<file path="config.mk">
export PLATFORM = sky130hd
export DESIGN_NAME = rgb_pwm_capture
export DESIGN_NICKNAME = d
export VERILOG_FILES = /design/src/rtl/rgb_pwm_capture.sv
export SDC_FILE = /design/constraint.sdc
export NUM_CORES = 1
export LEC_CHECK = 0
export CORE_UTILIZATION = 45
export CTS_BUF_LIST = sky130_fd_sc_hd__clkbuf_16
export DETAILED_ROUTE_END_ITERATION = 10
export PLACE_DENSITY = 0.71
export SETUP_SLACK_MARGIN = 0.3
export SLEW_MARGIN = 0
export SYNTH_ARGS = -nofsm -noshare
export SYNTH_HDL_FRONTEND = slang
export SYNTH_SLANG_ARGS = --single-unit
</file>
<file path="constraint.sdc">
create_clock -name CLK -period 6.3 [get_ports CLK]
set_input_delay 0.63 -clock CLK [delete_from_list [all_inputs] [get_ports CLK]]
set_output_delay 0.63 -clock CLK [all_outputs]
set_load 0.05 [all_outputs]
</file>
<file path="src/rtl/rgb_pwm_capture.sv">
// -----------------------------------------------------------------------------
// rgb_pwm_capture
//
// Recovers the fill factor of three PWM lines (R/G/B). The source PWM period
// equals FILL_FACTOR_MAX CE ticks at the same CE rate. Counting "on" samples
// over any window of FILL_FACTOR_MAX ticks therefore gives the fill factor,
// whatever the source phase.
//
// Optional feature macro: RGB_PWM_CAPTURE_SYNC_EN
//   defined   : each line passes through a 2-flop synchronizer, clocked every
//               CLK and independent of CE. Adds 2 CLK of input latency.
//   undefined : lines are sampled directly at the CE edge. They must be
//               synchronous to CLK.
//
// Parameters:
//   ACT_STATE            - line level regarded as "on"
//   FILL_FACTOR_MAX      - PWM period / capture window in CE ticks (>= 2)
//   FILL_FACTOR_BITS_NUM - width of the fill-factor outputs
//
// Ports:
//   CLK           in   clock
//   CLR           in   synchronous active-high reset, has priority over CE
//   CE            in   tick enable, one sample per CLK cycle with CE=1
//   R, G, B       in   PWM lines
//   R/G/B_FILL_FACTOR out  last captured fill factors
//   VALID         out  one-CLK pulse when new fill factors are loaded
//   STABLE        out  last two completed windows gave identical triplets
//   DBG_STATE     out  FSM state (0 = FIRST, 1 = RUN)
//
// Output handshake: VALID is a push-only strobe with no ready. It is high for
// exactly the one CLK cycle after the edge that loads new fill factors. The
// fill-factor outputs and STABLE stay constant until the next such edge.
// -----------------------------------------------------------------------------
module rgb_pwm_capture #(
  parameter bit ACT_STATE            = 1'b1,
  parameter int FILL_FACTOR_MAX      = 255,
  parameter int FILL_FACTOR_BITS_NUM = $clog2(FILL_FACTOR_MAX + 1)
) (
  input  logic                            CLK,
  input  logic                            CLR,
  input  logic                            CE,
  input  logic                            R,
  input  logic                            G,
  input  logic                            B,
  output logic [FILL_FACTOR_BITS_NUM-1:0] R_FILL_FACTOR,
  output logic [FILL_FACTOR_BITS_NUM-1:0] G_FILL_FACTOR,
  output logic [FILL_FACTOR_BITS_NUM-1:0] B_FILL_FACTOR,
  output logic                            VALID,
  output logic                            STABLE,
  output logic                            DBG_STATE
);

  localparam int W  = FILL_FACTOR_BITS_NUM;
  localparam int CW = $clog2(FILL_FACTOR_MAX + 1);
  localparam logic [CW-1:0] WCNT_LAST = CW'(FILL_FACTOR_MAX - 1);

  typedef enum logic {
    ST_FIRST = 1'b0,
    ST_RUN   = 1'b1
  } state_e;

  // ---------------------------------------------------------------------------
  // Line sampling: {R, G, B}
  // ---------------------------------------------------------------------------
  logic [2:0] line;

`ifdef RGB_PWM_CAPTURE_SYNC_EN
  logic [2:0] sync1_q, sync2_q;

  // Stages reset to the "off" level, so the first post-reset samples count
  // as inactive instead of as stale data.
  always_ff @(posedge CLK) begin
    if (CLR) begin
      sync1_q <= {3{~ACT_STATE}};
      sync2_q <= {3{~ACT_STATE}};
    end else begin
      sync1_q <= {R, G, B};
      sync2_q <= sync1_q;
    end
  end

  assign line = sync2_q;
`else
  assign line = {R, G, B};
`endif

  logic s_r, s_g, s_b;
  assign s_r = (line[2] == ACT_STATE);
  assign s_g = (line[1] == ACT_STATE);
  assign s_b = (line[0] == ACT_STATE);

  // ---------------------------------------------------------------------------
  // State
  // ---------------------------------------------------------------------------
  state_e        state_q, state_d;
  logic [CW-1:0] wcnt_q, wcnt_d;
  logic [W-1:0]  acc_r_q, acc_r_d, acc_g_q, acc_g_d, acc_b_q, acc_b_d;
  logic [W-1:0]  ff_r_q, ff_r_d, ff_g_q, ff_g_d, ff_b_q, ff_b_d;
  logic [W-1:0]  prev_r_q, prev_r_d, prev_g_q, prev_g_d, prev_b_q, prev_b_d;
  logic          valid_q, valid_d;
  logic          stable_q, stable_d;

  // Window totals include the sample consumed on the closing edge.
  logic [W-1:0] sum_r, sum_g, sum_b;
  assign sum_r = acc_r_q + {{(W-1){1'b0}}, s_r};
  assign sum_g = acc_g_q + {{(W-1){1'b0}}, s_g};
  assign sum_b = acc_b_q + {{(W-1){1'b0}}, s_b};

  always_ff @(posedge CLK) begin
    if (CLR) begin
      state_q  <= ST_FIRST;
      wcnt_q   <= '0;
      acc_r_q  <= '0;
      acc_g_q  <= '0;
      acc_b_q  <= '0;
      ff_r_q   <= '0;
      ff_g_q   <= '0;
      ff_b_q   <= '0;
      prev_r_q <= '0;
      prev_g_q <= '0;
      prev_b_q <= '0;
      valid_q  <= 1'b0;
      stable_q <= 1'b0;
    end else begin
      state_q  <= state_d;
      wcnt_q   <= wcnt_d;
      acc_r_q  <= acc_r_d;
      acc_g_q  <= acc_g_d;
      acc_b_q  <= acc_b_d;
      ff_r_q   <= ff_r_d;
      ff_g_q   <= ff_g_d;
      ff_b_q   <= ff_b_d;
      prev_r_q <= prev_r_d;
      prev_g_q <= prev_g_d;
      prev_b_q <= prev_b_d;
      valid_q  <= valid_d;
      stable_q <= stable_d;
    end
  end

  // ---------------------------------------------------------------------------
  // Next state
  // ---------------------------------------------------------------------------
  always_comb begin
    state_d  = state_q;
    wcnt_d   = wcnt_q;
    acc_r_d  = acc_r_q;
    acc_g_d  = acc_g_q;
    acc_b_d  = acc_b_q;
    ff_r_d   = ff_r_q;
    ff_g_d   = ff_g_q;
    ff_b_d   = ff_b_q;
    prev_r_d = prev_r_q;
    prev_g_d = prev_g_q;
    prev_b_d = prev_b_q;
    valid_d  = 1'b0;
    stable_d = stable_q;

    if (CE) begin
      if (wcnt_q == WCNT_LAST) begin
        wcnt_d   = '0;
        acc_r_d  = '0;
        acc_g_d  = '0;
        acc_b_d  = '0;
        ff_r_d   = sum_r;
        ff_g_d   = sum_g;
        ff_b_d   = sum_b;
        prev_r_d = sum_r;
        prev_g_d = sum_g;
        prev_b_d = sum_b;
        valid_d  = 1'b1;
        case (state_q)
          ST_FIRST: begin
            // No earlier window to compare against yet.
            stable_d = 1'b0;
            state_d  = ST_RUN;
          end
          default: begin
            stable_d = (sum_r == prev_r_q) && (sum_g == prev_g_q) &&
                       (sum_b == prev_b_q);
          end
        endcase
      end else begin
        wcnt_d  = wcnt_q + 1'b1;
        acc_r_d = sum_r;
        acc_g_d = sum_g;
        acc_b_d = sum_b;
      end
    end
  end

  assign R_FILL_FACTOR = ff_r_q;
  assign G_FILL_FACTOR = ff_g_q;
  assign B_FILL_FACTOR = ff_b_q;
  assign VALID         = valid_q;
  assign STABLE        = stable_q;
  assign DBG_STATE     = state_q;

endmodule

</file>
==> results by group <==
Min path
  – Min-delay worst type: reg -> reg
  – Worst Hold Depth: 2

Timing
  – Fin. Hold Viols: 0
  – # setup viols final: 0
  – Min Clock Period, post-route: 3.32 ns
  – Fin crit share: 0.528
  – Unrepaired setup endpoints after global routing: no
  – Layout Skew: 0.00645 ns
  – Setup_tns: 0 ns
  – Fmax: 301 MHz
  – Slew Viols, Final: 0
  – Final hold slack: 0.442 ns
  – Slew @ Worst Pin: 1.09 ns
  – Slew headroom: 0.276

Route
  – Residual DRC: 0
  – DR vias: 2719
  – Routed Antenna Nets: 0
  – 1st-pass router iterations: 4
  – Avg WL per Cell: 14.5 µm
  – Via density: 5.48
  – Routed WL: 7220 µm
  – Iteration-0 DRC Markers: 173

Setup path
  – Top delay family on crit path: buffers and inverters
  – Worst Path Buf+Inv: 2
  – Slowest-stage cell, CP: a21oi_1
  – CP Capture Type: flip-flop
  – Critical Path Stages: 6
  – Worst-path maximum fanout: 19
  – Required @ worst endpoint: 6.56 ns
  – Crit path arrival time: 3.59 ns
  – CP cell instances: clkdlybuf4s50_1 -> clkinv_1 -> a21oi_1 -> a21o_2 -> a21oi_1 -> nor2_1
  – CP Class: in -> reg
  – Largest stage delay, worst path: 1.04 ns
  – Kind of start point of the critical path: primary input
  – CP dominant cell by count: a21oi_1
  – Reg2Reg Depth: 8

Layout
  – Area Growth Syn to Fin: 17.6%
  – Storage element area: 1180 µm²
  – Design Area, Final: 3750 µm²
  – Fillers: 658
  – Layout cells sized above 1: 0.0725
  – N_diodes: 0
  – Multi-input combinational cell area: 1850 µm²
  – Final net count: 411
  – Non-filler instance count after layout: 496

Yosys
  – Yosys cell types: 53
  – Avg Cell Area, Syn: 8.41 µm²
  – Top FF cell, synth: dfxtp_1
  – Syn Inst Count: 379
  – Post-synth top area cell: dfxtp_1
  – Synthesized area: 3190 µm²
  – EDFF count, synth: 0
  – Post-synthesis async set-or-reset flop share: 0
  – Syn_nets: 394
  – Sequential element share of the synthesized area: 0.371
  – Area contributors post-synth: dfxtp_1 (37%), nor2_1 (6.9%), xnor2_1 (5.5%)
  – #FFs+latches synth: 59
  – Synthesis Warnings: 0
  – Top cell type's share of synthesized area: 0.371

CTS
  – Clock Root Buffer: clkbuf_16
  – Cts repair resizes: 0
  – TritonCTS clock tree: done
  – Clock latency on the worst-skew pair: 0.33 ns
  – Hold_buf cts: 0
  – Setup bufs post-CTS: 0
  – Sink Count: 59
  – Max H-tree Level: 3
  – Clock Path Buffers: 2
  – Total CTS buffers: 9
  – Reg clk slew, reported paths: 0.05 ns

Power
  – Peak supply drop: 146 µV
  – Clock Power Share: 0.499
  – Int Power: 0.000647 W
  – Pwr per Cell Area: 224 nW/µm²
  – Switching share of power: 0.228
  – Flop pwr share: 0.454
  – Switching pwr: 0.000191 W
  – Static Leak: 1.31 nW
  – Combinational share of power: 0.047

Flow run
  – MaxCap Viol Count: 0

Global route
  – First-pass GRT wire length: 12000 µm
  – Number of global-route vias before repair: 2472
  – Grt total ovfl: 0
  – Largest net degree at the start of global routing: 61
  – Antenna violations before repair: 0
  – Gr usage total: 0.209

Floorplanning
  – I/O pins: 33
  – DIE HEIGHT: 86.2 µm
  – Die Width: 86.2 µm
  – Rows: 30
  – Die Area: 7420 µm²
  – Core area: 6830 µm²
  – Initial cell density of the core: 0.466

Placement
  – Placed cell area: 3500 µm²
  – HPWL Detailed: 4730 µm
  – Buffers added on ports: 32
  – GPL Wtd Cong: 0.825
  – Placed Instances: 481

Status
  – Run status: complete, no violations
[metrics by stage]
step	util	setup slack (ns)	total power, W
finish	0.549	2.98	0.000838
global route	0.549	2.79	0.000863
CTS	0.549	2.99	0.000844
detailed placement	0.512	2.68	0.000427
global placement	0.512	2.79	0.000426
floorplan	-	3.52	0.000416
[power by group through the flow]
stage	clock network [W]	logic (W)	registers, W
finish	0.000418	0.0000394	0.000380
global route	0.000439	0.0000440	0.000380
CTS	0.000424	0.0000394	0.000380
detailed placement	0	0.0000390	0.000388
global placement	0	0.0000381	0.000387
floorplan	0	0.0000295	0.000387
[layout by cell type (no fill, tap or decap), types with 3 or more instances in the layout]
cell,synthesis,routed
a211oi_1,18,18
nor3b_1,6,6
nand3_1,9,9
nor3_1,20,19
xor2_1,19,19
nor2_1,59,59
nand2_1,22,22
clkdlybuf4s50_1,0,31
and3_4,3,3
inv_1,3,4
ha_1,9,9
a22oi_1,6,6
a21oi_1,30,30
clkbuf_16,0,9
dfxtp_1,59,59
a21o_1,7,7
nand4_1,7,7
nor4_1,7,7
xnor2_1,20,20
o21ai_0,10,10
clkinv_1,1,4
[path summary, 6_finish.rpt]
| kind | start | endpoint | slack (ns) |
|---|---|---|---|
| worst min-delay path | STABLE | STABLE | 0.44 |
| worst max register to register | acc_g_q[0] | STABLE | 3.60 |
| worst max-delay path | CE | acc_b_q[5] | 2.98 |
| worst min register to register | STABLE | STABLE | 0.44 |
[worst min-delay path, cell delays in order, from the launching register on]
cell     delay [ns]
dfxtp_1        0.30
nand2_1        0.05
o21ai_1        0.05
[area by class of cell]
type                            count  area share
Timing Repair Buffer               34      0.0881
Clock inverter                      6     0.00668
Tap cell                           96      0.0321
Sequential cell                    59       0.315
Inverter                            4     0.00401
Clock buffer                        9      0.0601
Multi-Input combinational cell    288       0.494
[cell usage after synthesis, types with 2 or more instances]
library cell	n
and2_1	2
buf_1	4
a32o_1	2
buf_4	3
nor4_1	7
nor2b_1	2
xor2_1	19
nand3_1	9
nor3b_1	6
nand4_1	7
inv_1	3
nand2_1	22
and3_1	2
dfxtp_1	59
buf_2	2
nand3_4	2
o21ai_0	10
xnor2_1	20
clkbuf_1	15
a21oi_1	30
o32ai_1	2
mux2_2	2
a2111oi_0	2
and3_4	3
ha_1	9
or4_1	2
a22oi_1	6
a21o_1	7
nor2_1	59
a211oi_1	18
buf_6	2
nor3_1	20
[per-layer routing]
layer | vias to the layer above | GRT usage | routed length [µm]
li1 | 1378 | - | -
met1 | 1266 | 0.287 | 3560
met2 | 63 | 0.322 | 3260
met3 | 12 | 0.0375 | 260
met4 | 0 | 0.0924 | 143
met5 | - | 0 | 0
[flip-flops by register name, indices dropped and copies added (netlist names)]
signal / flops
prev_g_q: 8
acc_b_q: 8
acc_r_q: 8
wcnt_q: 8
acc_g_q: 8
STABLE: 1
prev_r_q: 8
VALID: 1
prev_b_q: 8
DBG_STATE: 1
[cell families after synthesis]
family          share of synthesized area
compound gates                      0.171
flops                               0.371
xor+xnor                            0.122
mux                                0.0102
simple gates                        0.240
fa+ha+maj                          0.0353
buf+inv                            0.0502
Power figures use the tool's default switching activity.
